## config.mk

```make
export PLATFORM = sky130hd
export DESIGN_NAME = cpu_icache
export DESIGN_NICKNAME = d
export VERILOG_FILES = /design/src/rtl/cpu_pkg.sv /design/src/rtl/icache_tagram.sv /design/src/rtl/cpu_icache.sv
export SDC_FILE = /design/constraint.sdc
export NUM_CORES = 1
export LEC_CHECK = 0
export ABC_AREA = 1
export CAP_MARGIN = 25
export CORE_MARGIN = 2
export CORE_UTILIZATION = 50
export DETAILED_ROUTE_END_ITERATION = 10
export PLACE_DENSITY = 0.77
export SLEW_MARGIN = 20
export SYNTH_ARGS = -nofsm -noshare
export SYNTH_HDL_FRONTEND = slang
export SYNTH_SLANG_ARGS = --single-unit
```

## constraint.sdc

```tcl
create_clock -name clk -period 2.63 [get_ports clk]
set_input_delay 0.526 -clock clk [delete_from_list [all_inputs] [get_ports clk]]
set_output_delay 0.526 -clock clk [all_outputs]
set_load 0.02 [all_outputs]
```

## src/rtl/cpu_pkg.sv

```systemverilog
// ============================================================================
// Module      : cpu_pkg
// Description : Shared types and width helpers for the CPU instruction cache.
//               Holds the cache FSM state encoding and the tag/line-count
//               expressions used by the cache, its tag RAM and the bench.
// Revision    : 1.0 - initial release
// ============================================================================
`default_nettype none

package cpu_pkg;

  // Default geometry: 16-bit instructions, 1K-word space, 16 lines.
  localparam int unsigned c_DEF_WIDTH       = 16;
  localparam int unsigned c_DEF_IADDR_WIDTH = 10;
  localparam int unsigned c_DEF_INDEX_WIDTH = 4;

  // Cache controller states.
  typedef enum logic [0:0] {
    ST_IDLE  = 1'b0,
    ST_FETCH = 1'b1
  } icache_state_e;

  // One word per line, so the tag is everything above the index.
  function automatic int unsigned tag_width(input int unsigned iaddr_w,
                                            input int unsigned index_w);
    return iaddr_w - index_w;
  endfunction

  function automatic int unsigned line_count(input int unsigned index_w);
    return 32'd1 << index_w;
  endfunction

endpackage

`default_nettype wire

```

## src/rtl/icache_tagram.sv

```systemverilog
// ============================================================================
// Module      : icache_tagram
// Description : Tag + valid array for the direct-mapped instruction cache.
//               Valid bits reset asynchronously and clear in one cycle on
//               flush; tags are plain storage. A combinational compare
//               reports whether the read index holds a valid matching tag.
// Ports       : clk, rst_n       - clock, asynchronous active-low reset
//               i_flush          - clear every valid bit at the next edge
//               i_rd_idx/i_rd_tag- lookup index and tag
//               o_match          - valid & tag equal at i_rd_idx
//               i_wr_en/idx/tag  - line fill
// Revision    : 1.0 - initial release
// ============================================================================
`default_nettype none

module icache_tagram
  import cpu_pkg::*;
#(
  parameter int unsigned IADDR_WIDTH = c_DEF_IADDR_WIDTH,
  parameter int unsigned INDEX_WIDTH = c_DEF_INDEX_WIDTH
) (
  input  logic                                          clk,
  input  logic                                          rst_n,
  input  logic                                          i_flush,
  input  logic [INDEX_WIDTH-1:0]                        i_rd_idx,
  input  logic [tag_width(IADDR_WIDTH,INDEX_WIDTH)-1:0] i_rd_tag,
  output logic                                          o_match,
  input  logic                                          i_wr_en,
  input  logic [INDEX_WIDTH-1:0]                        i_wr_idx,
  input  logic [tag_width(IADDR_WIDTH,INDEX_WIDTH)-1:0] i_wr_tag
);

  localparam int unsigned c_TAG_W = tag_width(IADDR_WIDTH, INDEX_WIDTH);
  localparam int unsigned c_LINES = line_count(INDEX_WIDTH);

  logic [c_TAG_W-1:0] r_tag [c_LINES];
  logic [c_LINES-1:0] r_valid;

  // Flush takes priority over a fill in the same cycle: the fill still
  // lands in the tag array but the line is left invalid.
  always_ff @(posedge clk or negedge rst_n) begin
    if (!rst_n) begin
      r_valid <= '0;
    end else if (i_flush) begin
      r_valid <= '0;
    end else if (i_wr_en) begin
      r_valid[i_wr_idx] <= 1'b1;
    end
  end

  always_ff @(posedge clk) begin
    if (i_wr_en) begin
      r_tag[i_wr_idx] <= i_wr_tag;
    end
  end

  assign o_match = r_valid[i_rd_idx] & (r_tag[i_rd_idx] == i_rd_tag);

endmodule

`default_nettype wire

```

## src/rtl/cpu_icache.sv

```systemverilog
// ============================================================================
// Module      : cpu_icache
// Description : Direct-mapped, one-word-per-line instruction cache. Gives the
//               core synchronous-ROM timing on a hit (address in N, data in
//               N+1), stalls on a miss and refills over a req/ack port.
// Ports       : clk, reset (async, active-low)
//               iaddr/idata/stall - core fetch port
//               flush             - one-cycle whole-cache invalidate
//               mem_req/mem_addr/mem_ack/mem_rdata - refill port
// Revision    : 1.0 - initial release
// ============================================================================
`default_nettype none

module cpu_icache
  import cpu_pkg::*;
#(
  parameter int unsigned WIDTH       = c_DEF_WIDTH,
  parameter int unsigned IADDR_WIDTH = c_DEF_IADDR_WIDTH,
  parameter int unsigned INDEX_WIDTH = c_DEF_INDEX_WIDTH
) (
  input  logic                   clk,
  input  logic                   reset,
  input  logic [IADDR_WIDTH-1:0] iaddr,
  output logic [WIDTH-1:0]       idata,
  output logic                   stall,
  input  logic                   flush,
  output logic                   mem_req,
  output logic [IADDR_WIDTH-1:0] mem_addr,
  input  logic                   mem_ack,
  input  logic [WIDTH-1:0]       mem_rdata
);

  localparam int unsigned c_TAG_W = tag_width(IADDR_WIDTH, INDEX_WIDTH);
  localparam int unsigned c_LINES = line_count(INDEX_WIDTH);

  icache_state_e          r_state;
  icache_state_e          w_state_nxt;
  logic [IADDR_WIDTH-1:0] r_addr_q;
  logic                   r_look_v;
  logic [IADDR_WIDTH-1:0] r_mem_addr;
  logic [WIDTH-1:0]       r_data [c_LINES];

  logic [INDEX_WIDTH-1:0] w_idx;
  logic [c_TAG_W-1:0]     w_tag;
  logic                   w_match;
  logic                   w_hit;
  logic                   w_miss;
  logic                   w_fill;
  logic                   w_req;

  assign w_idx  = r_addr_q[INDEX_WIDTH-1:0];
  assign w_tag  = r_addr_q[IADDR_WIDTH-1:INDEX_WIDTH];
  assign w_hit  = r_look_v & w_match;
  assign w_miss = r_look_v & ~w_match;

  // Stall depends on registers only, so mem_ack never reaches the core's
  // fetch-enable path combinationally.
  assign stall  = (r_state != ST_IDLE) | w_miss;

  icache_tagram #(
    .IADDR_WIDTH (IADDR_WIDTH),
    .INDEX_WIDTH (INDEX_WIDTH)
  ) u_tagram (
    .clk      (clk),
    .rst_n    (reset),
    .i_flush  (flush),
    .i_rd_idx (w_idx),
    .i_rd_tag (w_tag),
    .o_match  (w_match),
    .i_wr_en  (w_fill),
    .i_wr_idx (w_idx),
    .i_wr_tag (w_tag)
  );

  // Lookup register: frozen while stalled so the refill target and the
  // replay lookup both use the address that missed.
  always_ff @(posedge clk or negedge reset) begin
    if (!reset) begin
      r_addr_q <= '0;
      r_look_v <= 1'b0;
    end else if (!stall) begin
      r_addr_q <= iaddr;
      r_look_v <= 1'b1;
    end
  end

  always_ff @(posedge clk or negedge reset) begin
    if (!reset) begin
      r_state <= ST_IDLE;
    end else begin
      r_state <= w_state_nxt;
    end
  end

  always_comb begin
    w_state_nxt = r_state;
    w_req       = 1'b0;
    w_fill      = 1'b0;
    case (r_state)
      ST_IDLE: begin
        if (w_miss) begin
          w_state_nxt = ST_FETCH;
        end
      end
      ST_FETCH: begin
        w_req = 1'b1;
        if (mem_ack) begin
          w_fill      = 1'b1;
          w_state_nxt = ST_IDLE;
        end
      end
      default: w_state_nxt = ST_IDLE;
    endcase
  end

  // Refill address is captured on the miss and held for the whole request.
  always_ff @(posedge clk or negedge reset) begin
    if (!reset) begin
      r_mem_addr <= '0;
    end else if ((r_state == ST_IDLE) && w_miss) begin
      r_mem_addr <= r_addr_q;
    end
  end

  // Data array kept without reset so it can map onto RAM.
  always_ff @(posedge clk) begin
    if (w_fill) begin
      r_data[w_idx] <= mem_rdata;
    end
  end

  assign idata    = w_hit ? r_data[w_idx] : '0;
  assign mem_req  = w_req;
  assign mem_addr = r_mem_addr;

endmodule

`default_nettype wire

```

Word level (Yosys, flattened, before mapping)
Memories as Yosys holds them, arrays and structs flattened.
Index checks and enable logic that the tools add are counted.
{"block": "word_totals", "word_cells": 35, "ram_bits": 352, "in_bits": 30, "output_inout_bits": 28, "register_bits": 38, "memories": 2}
{"memory": "r_data", "words": 16, "word_bits": 16, "rd": 1, "rd_clocked_by_memory_dff": 0, "write_ports": 1, "line": "cpu_icache.sv:41", "rtl": "logic [WIDTH-1:0] r_data [c_LINES];"}
{"memory": "u_tagram.r_tag", "words": 16, "word_bits": 6, "rd": 1, "rd_clocked_by_memory_dff": 0, "write_ports": 1, "line": "icache_tagram.sv:36", "rtl": "logic [c_TAG_W-1:0] r_tag [c_LINES];"}
{"block": "op_classes", "n_mux": 15, "n_bitwise": 7, "reduce_logical": 3, "eq_ne": 1, "magnitude_cmp": 2}
{"op": "two-way mux 16 bit", "n": 3}
{"op": "OR 16 bit", "n": 1}
{"op": "two-way mux 1 bit", "n": 9}
{"op": "equality test 6 bit", "n": 1}
{"op": "less-than comparator 4 x 5 -> 1 bit (second input constant)", "n": 1}
{"op": "binary-select mux 1 bit (select 4 bit)", "n": 1}
{"op": "demux 1 bit (select 4 bit)", "n": 1}
{"op": "greater-or-equal comparator 4 x 1 -> 1 bit (second input constant)", "n": 1}
{"op": "bitwise AND 1 bit", "n": 3}
{"op": "logical AND 1 bit", "n": 2}
{"op": "inverter 1 bit", "n": 2}
{"op": "case mux 1 bit (2 select lines)", "n": 1}
{"op": "nonzero test 2 bit", "n": 1}
{"op": "OR 1 bit", "n": 1}

Longest topological paths before layout
Gate-level depths: netlist (run 1).
{"block": "depth", "ltp_word": 7, "depth_mapped": 19, "depth_no_buf": 17}

Cells and area by module
A second synthesis (run 1) with hierarchy kept.
{"block": "hier_totals", "cells_unflattened": 1652, "area_unflattened_um2": 16613.4}
{"module": "cpu_icache", "area_each_um2": 11582.4, "instances": 1, "cells_per_inst": 1121, "seq_area_each_um2": 8237.9}
{"module": "icache_tagram", "area_each_um2": 5031.1, "instances": 1, "cells_per_inst": 531, "seq_area_each_um2": 3283.1}

Least setup slack after synthesis (run 1)
OpenSTA, ideal clock, no wires.
{"block": "synth_path", "path_kind": "reg-to-reg", "from": "reg r_addr_q[1]", "to": "mem r_data[0][0] (netlist name) (enable)", "required_time_ns": 2.228, "path_slack_ns": 0.079, "setup_ns": 0.402, "arrival_time_ns": 2.149, "path_buffers": 1, "path_stages_with_launch": 7, "synth_period_minus_slack_ns": 2.551, "cell_sequence": "dfrtp_1 -> buf_2 -> nor2_2 -> clkinv_1 -> nor2_1 -> inv_1 -> nor2_1"}
{"item": "from (decl)", "line": "cpu_icache.sv:38", "rtl": "logic [IADDR_WIDTH-1:0] r_addr_q;"}
{"item": "from (signal assigned)", "line": "cpu_icache.sv:82", "rtl": "r_addr_q <= iaddr;"}
{"item": "to (decl)", "line": "cpu_icache.sv:41"}
Straight into the memory's write port.

Final worst setup path (run 1)
{"block": "layout_path", "from": "reg r_addr_q[0]", "to": "out idata[7]"}
{"block": "layout_via", "elab_chain_len": 5, "word_cells_on_any_way": 8, "classes_between": "1 x eq/ne; 3 x mux; 2 x bitwise; 2 x memory"}
{"item": "memory (16 x 6 bit) or binary-select mux 1 bit (select 4 bit) (tied branches)"}
{"item": "equality test 6 bit or two-way mux 1 bit (tied branches)", "line": "icache_tagram.sv:57", "rtl": "assign o_match = r_valid[i_rd_idx] & (r_tag[i_rd_idx] == i_rd_tag);"}
{"item": "bitwise AND 1 bit", "line": "icache_tagram.sv:57"}
{"item": "bitwise AND 1 bit", "line": "cpu_icache.sv:53", "rtl": "assign w_hit = r_look_v & w_match;"}
{"item": "two-way mux 16 bit (*)", "line": "cpu_icache.sv:132", "rtl": "assign idata = w_hit ? r_data[w_idx] : '0;"}
{"item": "to (decl)", "line": "cpu_icache.sv:24", "rtl": "output logic [WIDTH-1:0] idata,"}
Mark *: on every way between the ends. The rest lies on a longest branch, timed or not. The select of a mux whose other input is x is not followed.

==> impl_results.md, run 1 <==
- Post-route ant nets: 0
- Num rows: 63
- CTS H-tree lvls: 2
- Cell area after synthesis: roughly 0.015 mm2
- Antenna violations before repair: 0
- Area Overhead vs Synth: 22.1%
- First-pass GRT wire length: 55,600 um
- Yosys reg bits: 390
- Internal power: 0.0111 W
- Setup TNS: -10.45 ns
- CP Launch Type: flip-flop
- Setup CP Type: reg -> out
- Critical Path RT: 2.10 ns
- CTS tree: built
- Mean post-synth cell area: 13.5 um2
- Initial DRC Count: 1,362
- Cells after Synth: 1,099
- Share of post-route cells with drive strength above 1: 18.3%
- RePlAce Congestion: just under 0.9
- PnR worst setup slack: -0.644 ns
- Library cells used by synthesis: 28
- Sw Share: 25.9%
- Yosys warning count: 0
- FF-to-FF Start: r_addr_q[2]
- CP most frequent cell: nand2_1
- Vias in the first global route: about 9.5k
- Reg2Reg Depth: 7
- Clock skew: 0.0308 ns
- Remaining Overflow, GRT: 0
- Hold Path Class: in -> async
- Final cell utilization of the core: 61.5%
- Crit path largest cell delay: 0.47 ns
- Worst vdd ir: 0.000825 V
- Commonest non-fill, non-tap cell in the layout: edfxtp_1
- Max clock buf depth: 3
- Non-filler cells, final: 1,664
- Arr. time, crit path: approximately 2.8 ns
- Root Driver: clkbuf_16
- Post-synthesis sequential area ratio: 77.7%
- Max FO, Critical Path: 16
- Min cycle time layout: around 3.3 ns
- Leakage Power: 6.57 nW
- DRC viols: 0
- Die outline area: 0.0310 mm2
- Routed length per placed instance: 22.3 um
- Outcome: finished, violations left
- Sw power: 0.00389 W
- Worst path slowest cell: dfrtp_2
- Syn Nets: around 1.1k
- Flop pwr share: roughly half
- Pin count of the biggest net entering global routing: 39
- Slew HR: 31.1%
- Slew of the pin with the lowest slew margin: 1.03 ns
- Core Footprint: between 0.02 and 0.03 mm2
- Diode count: 0
- DR vias/cell: 5.99
- Clock Sinks: 390
- Die width: 176 um
- Final hold violation count: 0
- CTS Buf Count: 37
- Worst-path clk slew: 0.06 ns
- Violated checks: setup timing
- Commonest non-fill, non-tap cells in the layout: edfxtp_1, nand2_1, o22ai_1
- R2R Path End: r_data[1][6]
- Port bufs: 57
- Max-Cap Viols: 0
- Vias: between 9k and 10k
- Nets@finish: 1,279
- Setup violations, final: 17
- Fmax achieved: 305 MHz
- Fin. max-slew vios: 0
- All-Layer GR Usage: 23.7%
- # IOs: 58
- Final WL: 37,200 um
- Final HPWL DP: 21,500 um
- Clock power frac: between 30% and 40%
- Die height: between 150 and 200 um
- Combinational Power Share: between 10% and 20%
- Skew-Pair Late Insertion Delay: 0.53 ns
- Top Family by Delay on Critical Path: simple AND/OR/NAND/NOR gates
- RSZ-0062 raised after global routing: yes
- Final period util: 125%
- Starting Density: roughly 50%
- Crit path buf inv count: 4
- Critical path cell sequence: buf_12, buf_12, nand2_1, nand2_1, nand2_1, nand2_1, nand2_1, nand2_1, nor2_1, nor2_1, nor2_1, nand2_1, nor2_2, nand3_2, buf_12, nor2_2, buf_6
- Power Density: 830 mW/mm2
- Total power draw: 0.0150 W
- Drt first pass iters: 7
- Dpl cells: 1,596
- R2R Setup Slk: 0.02 ns
- Crit. End Element: output pin
## per-stage QoR
stage / area [um2] / setup WS (ns) / hold WS, ns
finish: 18100 / -0.644 / 0.110
global route: 18100 / -0.792 / 0.166
CTS: 18000 / -0.603 / 0.130
detailed placement: 16800 / -0.650 / 0.462
global placement: 16800 / -0.557 / 0.457
floorplan: 14800 / 0.0791 / 0.230
## power by group through the flow
| stage | clock, W | combinational [W] | sequential, W |
|---|---|---|---|
| after floorplan | 0 | 0.00108 | 0.00746 |
| after global placement | 0 | 0.00233 | 0.00733 |
| after detailed placement | 0 | 0.00237 | 0.00734 |
| after CTS | 0.00531 | 0.00245 | 0.00722 |
| after global routing | 0.00555 | 0.00270 | 0.00724 |
| final | 0.00529 | 0.00251 | 0.00722 |
## what timing repair did
item / in CTS / in global routing
pin swaps: 1 / 1
cloned: 2 / 1
endpoints found under the hold margin: 0 / 0
buffers inserted: 0 / 1
endpoints found under the setup margin: 17 / 50
hold buffers: 0 / 0
gates resized for setup: 112 / 10
## sequential cells by signal, summed over array words and instances (netlist names)
signal and flops:
r_addr_q 10, u_tagram.r_tag 96, r_look_v 1, r_data 256, r_state 1, mem_addr 10, u_tagram.r_valid 16
## Yosys cell counts
library cell	number	area share, %
edfxtp_1	352	71
nand2_1	307	7.8
o22ai_1	120	5.1
nor2_1	65	1.6
o21ai_0	62	2.1
dfrtp_1	38	6.4
clkbuf_1	30	0.76
nand4_1	29	1.2
nand3_1	20	0.68
inv_1	14	0.35
buf_2	13	0.44
a22oi_1	8	0.41
buf_1	8	0.20
o21ba_2	8	0.54
a21oi_1	4	0.14
buf_4	3	0.15
inv_2	3	0.076
buf_6	2	0.15
clkinv_1	2	0.051
nor2_2	2	0.084
o21ai_1	2	0.068
nand2_2	1	0.042
nand3_2	1	0.068
nor2_4	1	0.076
nor3_1	1	0.034
nor4_1	1	0.042
o21bai_1	1	0.051
or2_2	1	0.042
## layer usage
layer	wire (um)	up-vias	global-route usage, %
li1	-	4351	-
met1	14200	4885	33.4
met2	18000	638	38.0
met3	3790	99	3.53
met4	1210	0	9.06
met5	0	-	0
## worst max path at each step
stage / from / endpoint / cells after the start
2_1_floorplan: r_addr_q[1] / r_data[0][0] / 6
3_3_place_gp: r_addr_q[0] / idata[4] / 14
3_5_place_dp: r_addr_q[0] / idata[5] / 14
4_1_cts: r_addr_q[0] / idata[14] / 15
5_1_grt: r_addr_q[0] / idata[11] / 17
6_report: r_addr_q[0] / idata[7] / 17
## logic make-up after synthesis
logic type             synth area share [%]
AOI/OAI and AO/OA                      8.36
buffers and inverters                  2.19
DFF                                    77.7
and+or+nand+nor                        11.7
## cell type report
type                            count  area (um2)
Tap cell                          390         488
Timing Repair Buffer              165        1670
Multi-Input combinational cell    636        3140
Clock buffer                       46         991
Inverter                           19        76.3
Sequential cell                   390       11500
Fill cell                        2015       11300
Clock inverter                     18         200
No activity file was read; power rests on OpenSTA's default activity.
==> inputs of run 2 (changes only) <==
--- a/config.mk
+++ b/config.mk
@@ -8,9 +8,9 @@
 export ABC_AREA = 1
 export CAP_MARGIN = 25
 export CORE_MARGIN = 2
-export CORE_UTILIZATION = 50
+export CORE_UTILIZATION = 54
 export DETAILED_ROUTE_END_ITERATION = 10
-export PLACE_DENSITY = 0.77
+export PLACE_DENSITY = 0.82
 export SLEW_MARGIN = 20
 export SYNTH_ARGS = -nofsm -noshare
 export SYNTH_HDL_FRONTEND = slang
==> run 2 against run 1 <==
Effect of this change:
- the run still ends with setup timing left
- critical path depth fell by 2
- register-to-register slack worse by 0.18 ns
- fmax fell by 12%
- die area decreased by 7.2%
- sequential share of layout area down 1.9 points
- cell count fell by 1.1%
- flip-flop and latch count stayed put
- utilization increased by 7.6 points
- first-iteration DRC count grew 23%
==> impl_results.md, run 2 (synthesized netlist as in run 1, its figures left out) <==
- Cell Area, Placed: 0.0167 mm2
- Root Driver: clkbuf_16
- Violated checks: setup timing
- Sequential Area: 0.0115 mm2
- Die width: 170 um
- Setup violations, final: 45
- Biggest register: r_data
- CP Launch Type: flip-flop
- Final hold violation count: 0
- Power Density: roughly 840 mW/mm2
- CTS tree: built
- Skew-Pair Late Insertion Delay: ~0.55 ns
- Hold Path Class: in -> async
- Setup CP Type: reg -> out
- Routed length per placed instance: 28.0 um
- Slew of the pin with the lowest slew margin: 1.12 ns
- Commonest non-fill, non-tap cells in the layout: edfxtp_1, nand2_1, o22ai_1
- Fin. max-slew vios: 0
- DRC viols: 0
- Share of post-route cells with drive strength above 1: 23.0%
- All-Layer GR Usage: around 29%
- Antenna violations before repair: 0
- PnR worst setup slack: -1.10 ns
- Initial DRC Count: ~1.7k
- Final HPWL DP: around 22,000 um
- R2R Path End: mem_addr[3]
- Max-Cap Viols: 0
- Num rows: 60
- Reg2Reg Depth: 18
- Vias: 11.1k
- Final WL: 46,100 um
- Die outline area: 0.0288 mm2
- DR vias/cell: 6.77
- Arr. time, crit path: ~3.2 ns
- Worst Setup EP: idata[7]
- Drt first pass iters: 6
- Post-route ant nets: 0
- Worst vdd ir: 0.000608 V
- Commonest non-fill, non-tap cell in the layout: edfxtp_1
- Max FO, Critical Path: 8
- Vias in the first global route: 10.5k
- CTS Buf Count: 37
- Area Overhead vs Synth: 25.8%
- Port bufs: 57
- Fill count: 1,506
- RePlAce Congestion: 0.900
- Fmax achieved: 268 MHz
- Die height: 170 um
- CTS H-tree lvls: 2
- R2R Setup Slk: -0.16 ns
- Largest regs: r_data (256), u_tagram.r_tag (96), u_tagram.r_valid (16)
- Outcome: finished, violations left
- Remaining Overflow, GRT: 0
- Core Footprint: about 0.027 mm2
- RSZ-0062 raised after global routing: yes
- Critical Path RT: 2.10 ns
- First-pass GRT wire length: 60,900 um
- Pin count of the biggest net entering global routing: 39
- Finished Cell Area: 0.0186 mm2
- Number of flip-flops in the largest register: 256
- # IOs: between 50 and 60
- Multi-input logic area: 0.00333 mm2
- CP Launch Point: r_addr_q[0]
- Slew HR: between 20% and 30%
- Min cycle time layout: 3.73 ns
- Hold_ws: ~0.090 ns
- Max clock buf depth: 3
- Nets@finish: 1,304
- Crit. End Element: output pin
- Final period util: 142%
- Leakage Power: 6.80 nW
- Clock skew: 0.0282 ns
- FF-to-FF Start: r_addr_q[0]
- Starting Density: 55.0%
- Clock Sinks: 390
- Worst-path clk slew: 0.07 ns
==> run 2: layer usage <==
metal	up-vias	GRT usage, %	routed length, um	share of wire (%)
met4	0	13.9	3160	6.8
met5	-	0	0	0
met3	272	4.50	6200	13
li1	4418	-	-	-
met2	1137	47.1	21700	47
met1	5309	37.6	15100	33
==> run 2: worst min-delay path by stage <==
stage,from,to,depth (start not counted)
finish,reset,r_addr_q[8],1
global route,reset,r_addr_q[8],1
CTS,reset,mem_addr[2],1
detailed placement,mem_addr[6],mem_addr[6],2
global placement,mem_addr[9],mem_addr[9],2
floorplan,reset,mem_addr[0],0
==> run 2: cell type report <==
cell class / instances / share of cell area [%]
multi-input combinational: 635 / 17.9
timing repair buffer: 191 / 11.0
sequential: 390 / 61.8
antenna: 1 / 0.0134
clock inverter: 22 / 1.39
clock buffer: 46 / 5.15
inverter: 19 / 0.470
tap: 341 / 2.29
==> run 2: critical path, stage by stage, from the launching register on <==
cell and delay, ns:
dfrtp_2 0.47, clkinv_4 0.14, clkbuf_16 0.19, nand2_1 0.09
nand2_1 0.07, nand2_1 0.07, nand2_1 0.06, nand2_1 0.13
nand2_2 0.21, o21bai_4 0.28, nand3_2 0.13, nor2_4 0.15
nand3_4 0.15, clkbuf_16 0.23, nor2_4 0.12, buf_6 0.13
==> run 2: where the power goes <==
group          internal, W  total (W)  switching, W
Combinational      0.00112    0.00302       0.00190
Clock              0.00304    0.00539       0.00235
Sequential         0.00710    0.00725      0.000149
Total               0.0113     0.0157       0.00440
==> run 2: per-stage QoR <==
| step | setup TNS, ns | instances | total power, W | utilization (%) | worst slack, ns |
|---|---|---|---|---|---|
| 3_5_place_dp | -10.23 | 1545 | 0.00972 | 61.9 | -0.579 |
| 4_1_cts | -10.53 | 1624 | 0.0151 | 67.4 | -0.642 |
| 6_report | -20.78 | 1645 | 0.0157 | 69.2 | -1.10 |
| 5_1_grt | -23.95 | 1644 | 0.0160 | 69.2 | -1.09 |
| 3_3_place_gp | -7.74 | 1545 | 0.00964 | 61.9 | -0.552 |
| 2_1_floorplan | 0 | 1099 | 0.00854 | - | 0.0791 |
==> run 2: timing repair <==
| item | CTS | global route |
|---|---|---|
| resized for setup | 128 | 80 |
| pin swaps | 8 | 9 |
| setup endpoints to repair | 26 | 72 |
| gates cloned | 4 | 5 |
| hold buffers | 0 | 0 |
| buffers inserted | 7 | 15 |
| endpoints found under the hold margin | 0 | 0 |
